**src/rtl/scan_rw_ctrl_pkg.sv**
```systemverilog
// Shared types for the scan read/write controller: FSM states, the queued
// request layout and the bit positions inside the sticky error flags.
package scan_rw_pkg;

  localparam int ADDR_W = 12;
  localparam int DATA_W = 32;

  localparam int ERR_TIMEOUT = 0;
  localparam int ERR_OVF     = 1;

  typedef enum logic [1:0] {
    IDLE,
    ISSUE,
    WAIT
  } state_t;

  // One queued scan access; is_wr=0 means a read.
  typedef struct packed {
    logic              is_wr;
    logic [ADDR_W-1:0] addr;
    logic [DATA_W-1:0] wdata;
  } req_t;

  localparam int REQ_W = $bits(req_t);

endpackage

```
**src/rtl/scan_rw_ctrl_if.sv**
```systemverilog
// Static-register side and mem/reg mux side of the scan read/write controller,
// bundled so the controller and its environment share one connection.
interface scan_rw_ctrl_if #(
  parameter int ADDR_W     = scan_rw_pkg::ADDR_W,
  parameter int DATA_W     = scan_rw_pkg::DATA_W,
  parameter int FIFO_DEPTH = 4,
  localparam int LEVEL_W   = $clog2(FIFO_DEPTH + 1)
);

  logic               id_valid;
  logic               static_wen;
  logic               static_ren;
  logic [ADDR_W-1:0]  static_addr;
  logic [DATA_W-1:0]  static_wdata;
  logic               err_clr;
  logic               static_ready;
  logic [DATA_W-1:0]  static_rdata;
  logic               static_resp;
  logic [1:0]         static_err;
  logic [LEVEL_W-1:0] level;

  logic               scan_wen;
  logic               scan_ren;
  logic [ADDR_W-1:0]  scan_addr;
  logic [DATA_W-1:0]  scan_wdata;
  logic [DATA_W-1:0]  scan_rdata;
  logic               scan_ready;

  modport master (
    input  id_valid, static_wen, static_ren, static_addr, static_wdata, err_clr,
    input  scan_rdata, scan_ready,
    output static_ready, static_rdata, static_resp, static_err, level,
    output scan_wen, scan_ren, scan_addr, scan_wdata
  );

  modport slave (
    output id_valid, static_wen, static_ren, static_addr, static_wdata, err_clr,
    output scan_rdata, scan_ready,
    input  static_ready, static_rdata, static_resp, static_err, level,
    input  scan_wen, scan_ren, scan_addr, scan_wdata
  );

endinterface

```
**src/rtl/scan_rw_ctrl_req_fifo.sv**
```systemverilog
// Request queue for the scan controller. Power-of-two depth; the pointers
// carry one extra wrap bit so full and empty are told apart without a counter.
module scan_req_fifo #(
  parameter int WIDTH = 45,
  parameter int DEPTH = 4
) (
  input  logic                   clk,
  input  logic                   rst,
  input  logic                   i_push,
  input  logic [WIDTH-1:0]       i_data,
  input  logic                   i_pop,
  output logic [WIDTH-1:0]       o_data,
  output logic                   o_full,
  output logic                   o_empty,
  output logic [$clog2(DEPTH):0] o_level
);

  localparam int IDX_W = $clog2(DEPTH);

  logic [IDX_W:0]   r_wptr;
  logic [IDX_W:0]   r_rptr;
  logic [WIDTH-1:0] r_mem [DEPTH];
  logic             w_push;
  logic             w_pop;

  // A push into a full queue is accepted only when a pop frees the head slot
  // in the same cycle.
  assign w_pop   = i_pop & ~o_empty;
  assign w_push  = i_push & (~o_full | w_pop);
  assign o_empty = (r_wptr == r_rptr);
  assign o_full  = (r_wptr[IDX_W] != r_rptr[IDX_W]) &&
                   (r_wptr[IDX_W-1:0] == r_rptr[IDX_W-1:0]);
  assign o_level = r_wptr - r_rptr;
  assign o_data  = r_mem[r_rptr[IDX_W-1:0]];

  always_ff @(posedge clk) begin
    if (rst) begin
      r_wptr <= '0;
      r_rptr <= '0;
    end else begin
      if (w_push) r_wptr <= r_wptr + 1'b1;
      if (w_pop)  r_rptr <= r_rptr + 1'b1;
    end
  end

  always_ff @(posedge clk) begin
    if (w_push) r_mem[r_wptr[IDX_W-1:0]] <= i_data;
  end

endmodule

```
**src/rtl/scan_rw_ctrl.sv**
```systemverilog
// Scan read/write controller: queues requests from the static register side
// and replays them one at a time to the mem/reg mux, with a completion timeout.
module scan_rw_ctrl
  import scan_rw_pkg::*;
#(
  parameter int ADDR_W     = scan_rw_pkg::ADDR_W,
  parameter int DATA_W     = scan_rw_pkg::DATA_W,
  parameter int FIFO_DEPTH = 4,
  parameter int TIMEOUT    = 255
) (
  input logic            clk,
  input logic            rst,
  scan_rw_ctrl_if.master bus
);

  localparam int CNT_W   = $clog2(TIMEOUT + 1);
  localparam int LEVEL_W = $clog2(FIFO_DEPTH + 1);

  state_t             r_state;
  state_t             w_state_nxt;
  req_t               r_hold;
  req_t               w_push_req;
  req_t               w_head;
  logic               r_id_valid_q;
  logic [CNT_W-1:0]   r_cnt;
  logic               r_scan_wen;
  logic               r_scan_ren;
  logic [ADDR_W-1:0]  r_scan_addr;
  logic [DATA_W-1:0]  r_scan_wdata;
  logic [DATA_W-1:0]  r_rdata;
  logic               r_resp;
  logic               r_ready;
  logic [1:0]         r_err;
  logic [1:0]         w_err_set;
  logic               w_edge;
  logic               w_push;
  logic               w_pop;
  logic               w_full;
  logic               w_empty;
  logic               w_done;
  logic               w_abort;
  logic [LEVEL_W-1:0] w_level;

  // Only a rising edge of id_valid with exactly one of wen/ren is a request;
  // anything else seen on an edge is flagged as an overflow/illegal request.
  assign w_edge     = bus.id_valid & ~r_id_valid_q;
  assign w_pop      = (r_state == IDLE) & ~w_empty;
  assign w_push     = w_edge & (bus.static_wen ^ bus.static_ren) & (~w_full | w_pop);
  assign w_push_req = '{is_wr: bus.static_wen, addr: bus.static_addr, wdata: bus.static_wdata};

  scan_req_fifo #(
    .WIDTH (REQ_W),
    .DEPTH (FIFO_DEPTH)
  ) u_req_fifo (
    .clk     (clk),
    .rst     (rst),
    .i_push  (w_push),
    .i_data  (w_push_req),
    .i_pop   (w_pop),
    .o_data  (w_head),
    .o_full  (w_full),
    .o_empty (w_empty),
    .o_level (w_level)
  );

  always_comb begin
    w_state_nxt = r_state;
    w_done      = 1'b0;
    w_abort     = 1'b0;
    unique case (r_state)
      IDLE:  if (!w_empty) w_state_nxt = ISSUE;
      ISSUE: w_state_nxt = WAIT;
      WAIT: begin
        if (bus.scan_ready) begin
          w_done      = 1'b1;
          w_state_nxt = IDLE;
        end else if (r_cnt == CNT_W'(TIMEOUT - 1)) begin
          w_abort     = 1'b1;
          w_state_nxt = IDLE;
        end
      end
      default: w_state_nxt = IDLE;
    endcase
  end

  always_comb begin
    w_err_set              = '0;
    w_err_set[ERR_TIMEOUT] = w_abort;
    w_err_set[ERR_OVF]     = w_edge & ~w_push;
  end

  // The strobe registers load from the holding register while in ISSUE, so
  // the strobe is visible during the first WAIT cycle and is zero elsewhere.
  always_ff @(posedge clk) begin
    if (rst) begin
      r_state      <= IDLE;
      r_id_valid_q <= 1'b0;
      r_hold       <= '0;
      r_cnt        <= '0;
      r_scan_wen   <= 1'b0;
      r_scan_ren   <= 1'b0;
      r_scan_addr  <= '0;
      r_scan_wdata <= '0;
      r_rdata      <= '0;
      r_resp       <= 1'b0;
      r_err        <= '0;
      r_ready      <= 1'b1;
    end else begin
      r_state      <= w_state_nxt;
      r_id_valid_q <= bus.id_valid;
      if (w_pop) r_hold <= w_head;
      r_scan_wen   <= (r_state == ISSUE) &  r_hold.is_wr;
      r_scan_ren   <= (r_state == ISSUE) & ~r_hold.is_wr;
      r_scan_addr  <= (r_state == ISSUE) ? r_hold.addr  : '0;
      r_scan_wdata <= (r_state == ISSUE) ? r_hold.wdata : '0;
      if (r_state == ISSUE) r_cnt <= '0;
      else if (r_state == WAIT && !bus.scan_ready) r_cnt <= r_cnt + 1'b1;
      r_resp <= w_done | w_abort;
      if (w_done && !r_hold.is_wr) r_rdata <= bus.scan_rdata;
      else if (w_abort && !r_hold.is_wr) r_rdata <= '1;
      r_err   <= (bus.err_clr ? 2'b00 : r_err) | w_err_set;
      r_ready <= (w_state_nxt == IDLE) & w_empty & ~w_push;
    end
  end

  assign bus.scan_wen     = r_scan_wen;
  assign bus.scan_ren     = r_scan_ren;
  assign bus.scan_addr    = r_scan_addr;
  assign bus.scan_wdata   = r_scan_wdata;
  assign bus.static_rdata = r_rdata;
  assign bus.static_resp  = r_resp;
  assign bus.static_err   = r_err;
  assign bus.static_ready = r_ready;
  assign bus.level        = w_level;

endmodule

```
**src/flat_wrapper.sv**
```systemverilog
// flat-port wrapper written by rule: the top's interface ports become plain ports
module scan_rw_ctrl_flat import scan_rw_pkg::*;
#(
  parameter int ADDR_W     = scan_rw_pkg::ADDR_W,
  parameter int DATA_W     = scan_rw_pkg::DATA_W,
  parameter int FIFO_DEPTH = 4,
  parameter int TIMEOUT    = 255
)
  (clk, rst, bus_id_valid, bus_static_wen, bus_static_ren, bus_static_addr, bus_static_wdata, bus_err_clr, bus_scan_rdata, bus_scan_ready, bus_static_ready, bus_static_rdata, bus_static_resp, bus_static_err, bus_level, bus_scan_wen, bus_scan_ren, bus_scan_addr, bus_scan_wdata);
  scan_rw_ctrl_if #(.ADDR_W(ADDR_W), .DATA_W(DATA_W), .FIFO_DEPTH(FIFO_DEPTH)) bus_i ();
  input logic clk;
  input logic rst;
  input wire logic [$bits(bus_i.id_valid)-1:0] bus_id_valid;
  input wire logic [$bits(bus_i.static_wen)-1:0] bus_static_wen;
  input wire logic [$bits(bus_i.static_ren)-1:0] bus_static_ren;
  input wire logic [$bits(bus_i.static_addr)-1:0] bus_static_addr;
  input wire logic [$bits(bus_i.static_wdata)-1:0] bus_static_wdata;
  input wire logic [$bits(bus_i.err_clr)-1:0] bus_err_clr;
  input wire logic [$bits(bus_i.scan_rdata)-1:0] bus_scan_rdata;
  input wire logic [$bits(bus_i.scan_ready)-1:0] bus_scan_ready;
  output wire logic [$bits(bus_i.static_ready)-1:0] bus_static_ready;
  output wire logic [$bits(bus_i.static_rdata)-1:0] bus_static_rdata;
  output wire logic [$bits(bus_i.static_resp)-1:0] bus_static_resp;
  output wire logic [$bits(bus_i.static_err)-1:0] bus_static_err;
  output wire logic [$bits(bus_i.level)-1:0] bus_level;
  output wire logic [$bits(bus_i.scan_wen)-1:0] bus_scan_wen;
  output wire logic [$bits(bus_i.scan_ren)-1:0] bus_scan_ren;
  output wire logic [$bits(bus_i.scan_addr)-1:0] bus_scan_addr;
  output wire logic [$bits(bus_i.scan_wdata)-1:0] bus_scan_wdata;
  assign bus_i.id_valid = bus_id_valid;
  assign bus_i.static_wen = bus_static_wen;
  assign bus_i.static_ren = bus_static_ren;
  assign bus_i.static_addr = bus_static_addr;
  assign bus_i.static_wdata = bus_static_wdata;
  assign bus_i.err_clr = bus_err_clr;
  assign bus_i.scan_rdata = bus_scan_rdata;
  assign bus_i.scan_ready = bus_scan_ready;
  assign bus_static_ready = bus_i.static_ready;
  assign bus_static_rdata = bus_i.static_rdata;
  assign bus_static_resp = bus_i.static_resp;
  assign bus_static_err = bus_i.static_err;
  assign bus_level = bus_i.level;
  assign bus_scan_wen = bus_i.scan_wen;
  assign bus_scan_ren = bus_i.scan_ren;
  assign bus_scan_addr = bus_i.scan_addr;
  assign bus_scan_wdata = bus_i.scan_wdata;
  scan_rw_ctrl #(.ADDR_W(ADDR_W), .DATA_W(DATA_W), .FIFO_DEPTH(FIFO_DEPTH), .TIMEOUT(TIMEOUT)) u_core (.clk(clk), .rst(rst), .bus(bus_i));
endmodule
```
**config.mk**
```make
export PLATFORM = sky130hd
export DESIGN_NAME = scan_rw_ctrl_flat
export DESIGN_NICKNAME = d
export VERILOG_FILES = /design/src/rtl/scan_rw_ctrl_pkg.sv /design/src/rtl/scan_rw_ctrl_if.sv /design/src/rtl/scan_rw_ctrl_req_fifo.sv /design/src/rtl/scan_rw_ctrl.sv /design/src/flat_wrapper.sv
export SDC_FILE = /design/constraint.sdc
export NUM_CORES = 1
export LEC_CHECK = 0
export ABC_AREA = 0
export BUFFER_PORTS_ARGS = -buffer_cell sky130_fd_sc_hd__buf_2
export CAP_MARGIN = 20
export CORE_ASPECT_RATIO = 0.6
export CORE_UTILIZATION = 30
export CTS_CLUSTER_SIZE = 14
export DETAILED_ROUTE_END_ITERATION = 6
export MAX_ROUTING_LAYER = met4
export SLEW_MARGIN = 30
export SYNTH_ARGS = -nofsm -noshare
export SYNTH_HDL_FRONTEND = slang
export SYNTH_SLANG_ARGS = --single-unit
```
**constraint.sdc**
```tcl
create_clock -name clk -period 5.95 [get_ports clk]
set_input_delay 0.595 -clock clk [delete_from_list [all_inputs] [get_ports clk]]
set_output_delay 0.595 -clock clk [all_outputs]
set_load 0.01 [all_outputs]
```
==> parameters.txt, run 1 <==
Parameter                              Value

Floorplanning
  Count of boundary I/O pins    168
  Initial cell density of the core    30.6%
  Count of standard-cell rows    57
  DIE WIDTH    265 µm
  Placeable Area    40600 µm²
  Die height    160 µm
  Die area    42200 µm²

Timing
  Maximum clock rate    310 MHz
  Max-slew violation count    0
  Final worst setup slack    2730 ps
  Hold Vio Cnt, Final    0
  Clk_skew    9.53 ps
  Summed negative setup slack over all endpoints    0 ps
  Relative slew margins    44.0%
  Final number of setup-violating endpoints    0
  Transition time at the pin with the least slew margin    840 ps
  RSZ-0062 raised after global routing    false
  Post-route clock period utilization    54.2%
  Final critical-path required period    3220 ps

Placed design
  Final weighted congestion of routability-driven global placement    0.765
  Post-detail-place hpwl    17600 µm
  Port Buffer Count    167
  Dpl ws    2370 ps
  Number of placed instances, taps included    1552

Pwr
  Power density cells    399 nW/µm²
  Total leakage power    5.30 nW
  Worst vdd rail ir drop    0.000260 V

Min path
  Hold Crit Class    in -> reg
  Hold wc startpoint    bus_static_wdata[24]
  Number of cells on the worst hold path    1
  Hold Crit Endpoint    u_core.u_req_fifo.r_mem[3][24]

Synthesis
  Register bit count reported by yosys    324
  Post-Synthesis Cells    907
  Post-synthesis sequential area ratio    66.8%
  Total of warnings raised by yosys    0
  Number of enable-type register cells in the synthesized netlist    180
  Share of flip-flops with an asynchronous set or reset after synthesis    0%
  Predominant post-synthesis flop cell    sky130_fd_sc_hd__edfxtp_1
  Synthesized cell area    12400 µm²
  Mean cell area of the mapped netlist    13.7 µm²
  Distinct cell type count after synthesis    43
  Number of nets in the synthesized netlist    1000

Route
  Wirelength per Cell    18.2 µm
  Via count    7729
  Remaining design rule violation count    0
  Number of nets still failing antenna checks after routing    0
  Per-cell via count in the routed design    4.80
  Initial drt markers    548
  Length of the first detailed-routing pass in iterations    5
  Total wire length    29300 µm

Worst setup path
  WP data arrival    3420 ps
  Worst Setup Path Type    reg -> reg
  Reg-to-Reg Start    u_core.u_req_fifo.r_rptr[0]
  Cells along the critical path    ha_1, and2_4, a311oi_4, and2_2, buf_4
  Maximum net fanout on the critical path    49
  Critical path required time    6150 ps
  Slowest cell on the critical path    sky130_fd_sc_hd__dfxtp_4
  Kind of start point of the critical path    flop
  End of the worst register-to-register path    u_core.u_req_fifo.r_mem[0][16]
  Critical Path Max Stage Delay    760 ps
  Number of buffer and inverter stages on the critical path    1
  Setup slack of the most critical reg-to-reg path    2730 ps
  Register-to-Register Path Depth    5
  Kind of end point of the critical path    flop
  Kind of cell adding the most delay to the critical path    flip-flops

Run
  Max Cap Violations    0

Clock tree
  CTS tree    built
  H-Tree Level Count    1
  Clock latency on the worst-skew pair    570 ps
  Number of gates resized after CTS    0
  Clock slew at reported path FFs    70 ps
  Max clock buf depth    3
  Post-CTS setup repair buffer count    0
  Clock Tree Root    sky130_fd_sc_hd__clkbuf_16
  Number of buffers added by the clock tree synthesis step    30
  Count of clock tree sinks    324
  Hold-fix buffers, CTS    0

Finish
  Post-route insts no fill    1611
  Commonest cells after routing, fill and taps aside    180 x sky130_fd_sc_hd__edfxtp_1, 167 x sky130_fd_sc_hd__buf_2, 142 x sky130_fd_sc_hd__dfxtp_1
  Share of the core filled with cells in the final layout    36.5%
  Most frequent standard cell in the layout excluding fill and tap cells    sky130_fd_sc_hd__edfxtp_1
  Number of fill cells in the layout    3850
  Count of nets after finishing    1148
  Area Growth Syn to Fin    19.3%
  Proportion of layout cells with a drive suffix above 1    26.6%

Global routing
  Met3 track demand over resource in global routing    2.64%
  Met2 GRT Util    21.9%
  Maximum number of pins on one net before global-route repair    66
  Via count of the first global-routing pass    7816
  Number of antenna violations at the first check in global routing    1
  GRT busiest layer    met2
  Congestion Overflow GR    0
  First-pass GRT wire length    46300 µm
  GR Layer Usage met1    20.3%
  Combined global-route utilization of all metal layers    14.5%

Run status
  Run status    completed
==> kinds of logic after synthesis <==
logic type / count (synthesis) / synth area share (%)
AOI/OAI and AO/OA: 128 / 7.48
xor gates and xnor gates: 6 / 0.424
DFF: 324 / 66.8
buffers and inverters: 106 / 3.36
and+or+nand+nor: 281 / 12.1
muxes: 52 / 8.77
adders and majority gates: 10 / 1.07
==> worst max path at each step <==
stage,from,to,slack (ps),cells past startpoint
after floorplan,u_core.u_req_fifo.r_rptr[1],u_core.u_req_fifo.r_wptr[2],1780,7
after global placement,u_core.u_req_fifo.r_rptr[0],u_core.u_req_fifo.r_mem[0][11],2180,5
after detailed placement,u_core.u_req_fifo.r_rptr[0],u_core.u_req_fifo.r_mem[0][11],2370,5
after CTS,u_core.u_req_fifo.r_rptr[0],u_core.u_req_fifo.r_mem[0][40],2360,5
after global routing,u_core.u_req_fifo.r_rptr[0],u_core.u_req_fifo.r_mem[0][18],2500,5
final,u_core.u_req_fifo.r_rptr[0],u_core.u_req_fifo.r_mem[0][16],2730,5
==> flip-flops by register name, indices dropped and copies added, names as in the netlist, 2 cells and up <==
| name | cells |
|---|---|
| u_core.bus.scan_addr | 12 |
| u_core.bus.scan_wdata | 32 |
| u_core.bus.static_err | 2 |
| u_core.bus.static_rdata | 32 |
| u_core.r_cnt | 8 |
| u_core.r_hold | 45 |
| u_core.r_state | 2 |
| u_core.u_req_fifo.r_mem | 180 |
| u_core.u_req_fifo.r_rptr | 3 |
| u_core.u_req_fifo.r_wptr | 3 |
==> Yosys cell counts (3+ instances only) <==
cell type	n	share of area, %
sky130_fd_sc_hd__edfxtp_1	180	44
sky130_fd_sc_hd__dfxtp_1	144	23
sky130_fd_sc_hd__nand3_1	95	3.8
sky130_fd_sc_hd__nand2_1	55	1.7
sky130_fd_sc_hd__and2_1	49	2.5
sky130_fd_sc_hd__nor2b_1	49	2.5
sky130_fd_sc_hd__clkbuf_1	46	1.4
sky130_fd_sc_hd__mux4_2	45	8.2
sky130_fd_sc_hd__o211ai_1	45	2.7
sky130_fd_sc_hd__inv_1	40	1.2
sky130_fd_sc_hd__a21oi_1	39	1.6
sky130_fd_sc_hd__o221ai_1	32	2.3
sky130_fd_sc_hd__buf_2	15	0.61
sky130_fd_sc_hd__nor2_1	11	0.33
sky130_fd_sc_hd__ha_1	9	0.91
sky130_fd_sc_hd__buf_1	4	0.12
sky130_fd_sc_hd__mux2_1	4	0.36
sky130_fd_sc_hd__o31ai_1	4	0.24
sky130_fd_sc_hd__xnor2_1	4	0.28
sky130_fd_sc_hd__mux2i_1	3	0.24
sky130_fd_sc_hd__nand2b_1	3	0.15
sky130_fd_sc_hd__or4_1	3	0.18
==> through the flow <==
step | hold slack [ps] | area, µm² | power (mW)
finish | 245 | 14800 | 5.91
global route | 227 | 14800 | 6.21
CTS | 212 | 14800 | 5.96
detailed placement | 432 | 13800 | 4.05
global placement | 438 | 13800 | 4.01
floorplan | 421 | 12400 | 3.64
==> layer usage <==
layer	vias up	routed length, µm
li1	3665	-
met1	3839	14200
met2	180	13100
met3	45	1440
met4	0	607
met5	-	0
==> power breakdown <==
group / total (mW) / internal [mW] / leakage, nW / switching [mW]
Clock: 1.90 / 1.07 / 0.465 / 0.838
Combinational: 1.25 / 0.520 / 2.04 / 0.728
Sequential: 2.76 / 2.59 / 2.80 / 0.169
Total: 5.91 / 4.18 / 5.30 / 1.74
==> cell type report <==
| type | instances | area, µm² | area share, % |
|---|---|---|---|
| well taps | 531 | 664 | 4.49 |
| repair buffers | 181 | 961 | 6.49 |
| flip-flops and latches | 324 | 8290 | 56.0 |
| multi-input cells | 477 | 3780 | 25.5 |
| diodes | 1 | 2.50 | 0.0169 |
| inverters | 41 | 154 | 1.04 |
| clock buffers | 42 | 837 | 5.65 |
| clock inverters | 14 | 120 | 0.811 |
(Power assumes the default switching activity.)
==> run 2: changes to the inputs <==
==> constraint.sdc (replaced) <==
create_clock -name clk -period 2.8 [get_ports clk]
set_input_delay 0.28 -clock clk [delete_from_list [all_inputs] [get_ports clk]]
set_output_delay 0.28 -clock clk [all_outputs]
set_load 0.01 [all_outputs]
==> run 2 against run 1 <==
- routed wire length grew 2.4%
- cell count grew 4.0%
- worst setup slack lost 2500 ps
- sequential power grew 110%
- power grew 120%
- core utilization grew 1.6 points
- critical endpoint is now bus_level[1]
- critical path depth shrank 1
- first-iteration DRC count shrank 3.5%
==> parameters.txt, run 2 (synthesis gave the netlist of run 1 again) <==
Parameter                              Value

Pwr
  Sequential fraction of design power    45.0% (was 46.7%)
  Combinational share of power    22.8% (was 21.1%)
  Worst vdd rail ir drop    0.000491 V (was 0.000260 V)
  Fraction of power spent switching nets    29.3% (was 29.4%)
  Power density cells    826 nW/µm² (was 399 nW/µm²)
  Fraction of power consumed by the clock network    32.2% (about the same)
  Total leakage power    5.58 nW (was 5.30 nW)
  Int Power    9.03 mW (was 4.18 mW)
  Net load switching power    3.74 mW (was 1.74 mW)

Clock tree
  Post-CTS setup repair buffer count    0 (unchanged)
  CTS tree    built (unchanged)
  H-Tree Level Count    1 (unchanged)
  Clock slew at reported path FFs    60 ps (was 70 ps)
  Clock Tree Root    sky130_fd_sc_hd__clkbuf_16 (unchanged)
  Hold-fix buffers, CTS    47 (was 0)
  Clock latency on the worst-skew pair    560 ps (was 570 ps)
  Number of gates resized after CTS    0 (unchanged)
  Max clock buf depth    3 (unchanged)
  Count of clock tree sinks    324 (unchanged)
  Number of buffers added by the clock tree synthesis step    31 (was 30)

Worst setup path
  Critical path required time    2520 ps (was 6150 ps)
  Setup slack of the most critical reg-to-reg path    480 ps (was 2730 ps)
  Register-to-Register Path Depth    6 (was 5)
  End of the worst register-to-register path    u_core.u_req_fifo.r_mem[0][18] (was u_core.u_req_fifo.r_mem[0][16])
  Worst Setup Path Type    reg -> out (was reg -> reg)
  Reg-to-Reg Start    u_core.u_req_fifo.r_wptr[0] (was u_core.u_req_fifo.r_rptr[0])
  Maximum net fanout on the critical path    48 (was 49)
  WP data arrival    2270 ps (was 3420 ps)
  Kind of start point of the critical path    flop (unchanged)
  Critical Path Max Stage Delay    600 ps (was 760 ps)
  Kind of end point of the critical path    output port (was flop)
  Slowest cell on the critical path    sky130_fd_sc_hd__buf_4 (was sky130_fd_sc_hd__dfxtp_4)
  Kind of cell adding the most delay to the critical path    buffers and inverters (was flip-flops)
  Number of buffer and inverter stages on the critical path    3 (was 1)
  Cells along the critical path    buf_4, fa_1, inv_1, buf_2 (was ha_1, and2_4, a311oi_4, and2_2, buf_4)

Finish
  Commonest cells after routing, fill and taps aside    180 x sky130_fd_sc_hd__edfxtp_1, 167 x sky130_fd_sc_hd__buf_2, 142 x sky130_fd_sc_hd__dfxtp_1 (unchanged)
  Proportion of layout cells with a drive suffix above 1    26.5% (was 26.6%)
  Area Growth Syn to Fin    24.6% (was 19.3%)
  Count of nets after finishing    1207 (was 1148)
  Most frequent standard cell in the layout excluding fill and tap cells    sky130_fd_sc_hd__edfxtp_1 (unchanged)
  Number of flip-flops under the largest register name    180 (unchanged)
  Fin area    15500 µm² (was 14800 µm²)

Floorplanning
  DIE WIDTH    265 µm (unchanged)
  Initial cell density of the core    30.6% (unchanged)
  Placeable Area    40600 µm² (unchanged)
  Count of boundary I/O pins    168 (unchanged)
  Die height    160 µm (unchanged)
  Die area    42200 µm² (unchanged)
  Count of standard-cell rows    57 (unchanged)

Timing
  Transition time at the pin with the least slew margin    733 ps (was 840 ps)
  Final critical-path required period    2550 ps
  RSZ-0062 raised after global routing    false (unchanged)
  Clk_skew    9.10 ps (was 9.53 ps)
  Maximum clock rate    392 MHz
  Max-slew violation count    0 (unchanged)
  Hold Vio Cnt, Final    0 (unchanged)
  Relative slew margins    51.0% (was 44.0%)
  Final number of setup-violating endpoints    0 (unchanged)
  Post-route clock period utilization    91.2%
  Worst hold slack    41.0 ps (was 245 ps)

Global routing
  First-pass GRT wire length    46900 µm (was 46300 µm)
  Combined global-route utilization of all metal layers    14.7% (was 14.5%)
  Maximum number of pins on one net before global-route repair    49 (was 66)
  Number of antenna violations at the first check in global routing    5 (was 1)
  Congestion Overflow GR    0 (unchanged)
  Via count of the first global-routing pass    8054 (was 7816)

Route
  Via count    8061 (was 7729)
  Per-cell via count in the routed design    4.81 (was 4.80)
  Total wire length    30000 µm (was 29300 µm)
  Remaining design rule violation count    0 (unchanged)
  Wirelength per Cell    17.9 µm (was 18.2 µm)
  Initial drt markers    529 (was 548)
  Length of the first detailed-routing pass in iterations    5 (unchanged)
  Number of nets still failing antenna checks after routing    0 (unchanged)

Min path
  Number of cells on the worst hold path    3 (was 1)
  Hold Crit Class    in -> reg (unchanged)
  Hold Crit Endpoint    u_core.bus.static_rdata[30] (was u_core.u_req_fifo.r_mem[3][24])
  Hold wc startpoint    bus_scan_rdata[30] (was bus_static_wdata[24])

Placed design
  Final weighted congestion of routability-driven global placement    0.769 (was 0.765)
  Port Buffer Count    167 (unchanged)
  Post-detail-place hpwl    18300 µm (was 17600 µm)
  Post-detailed-placement cell area    14000 µm² (was 13800 µm²)

Run
  Max Cap Violations    0 (unchanged)

Run status
  Run status    completed (unchanged)
run 2: power groups by stage:
stage | combinational [mW] | clock [mW] | sequential, mW
after detailed placement | 2.88 | 0 | 5.84
after global placement | 2.80 | 0 | 5.84
after floorplan | 2.00 | 0 | 5.78
final | 2.91 | 4.11 | 5.75
after global routing | 3.21 | 4.44 | 5.80
after CTS | 2.95 | 4.24 | 5.75
run 2: routing by layer:
layer	up-vias	part of all wire (%)	track usage (%)	routed length [µm]
li1	3792	-	-	-
met1	4022	46	20.2	13900
met3	39	6.2	3.22	1850
met4	0	1.5	3.28	444
met5	-	0	-	0
met2	208	46	22.1	13800
run 2: metrics by stage:
stage	utilization, %	setup WS [ps]	total power, mW	cells	setup TNS, ps
after floorplan	-	-133	7.78	907	-2030
after global placement	34.4	532	8.64	1564	0
after detailed placement	34.5	492	8.72	1565	0
after CTS	38.0	182	12.9	1669	0
after global routing	38.1	129	13.5	1673	0
final	38.1	247	12.8	1675	0
run 2: worst max-delay path by stage:
stage | from | end | slack [ps] | depth (start not counted)
6_report | u_core.u_req_fifo.r_rptr[1] | bus_level[1] | 250 | 4
5_1_grt | u_core.u_req_fifo.r_rptr[1] | bus_level[1] | 130 | 4
4_1_cts | u_core.u_req_fifo.r_rptr[1] | bus_level[1] | 180 | 4
3_5_place_dp | u_core.u_req_fifo.r_wptr[0] | u_core.u_req_fifo.r_mem[0][13] | 490 | 6
3_3_place_gp | u_core.u_req_fifo.r_wptr[0] | u_core.u_req_fifo.r_mem[0][13] | 530 | 6
2_1_floorplan | u_core.u_req_fifo.r_rptr[1] | u_core.u_req_fifo.r_wptr[2] | -130 | 7
run 2: layout make-up:
cell class / instances / area (µm²)
fill: 3820 / 25100
sequential: 324 / 8290
multi-input combinational: 477 / 3790
timing repair buffer: 239 / 1560
clock buffer: 43 / 851
tap: 531 / 664
inverter: 41 / 156
clock inverter: 14 / 135
antenna: 6 / 15.0
run 2: worst reg2reg max path, cell delays in order (launching register included):
cell                       delay, ps
sky130_fd_sc_hd__dfxtp_1         390
sky130_fd_sc_hd__inv_1           110
sky130_fd_sc_hd__ha_1            350
sky130_fd_sc_hd__and2_4          200
sky130_fd_sc_hd__a311oi_4        400
sky130_fd_sc_hd__and2_2          230
sky130_fd_sc_hd__buf_12          280
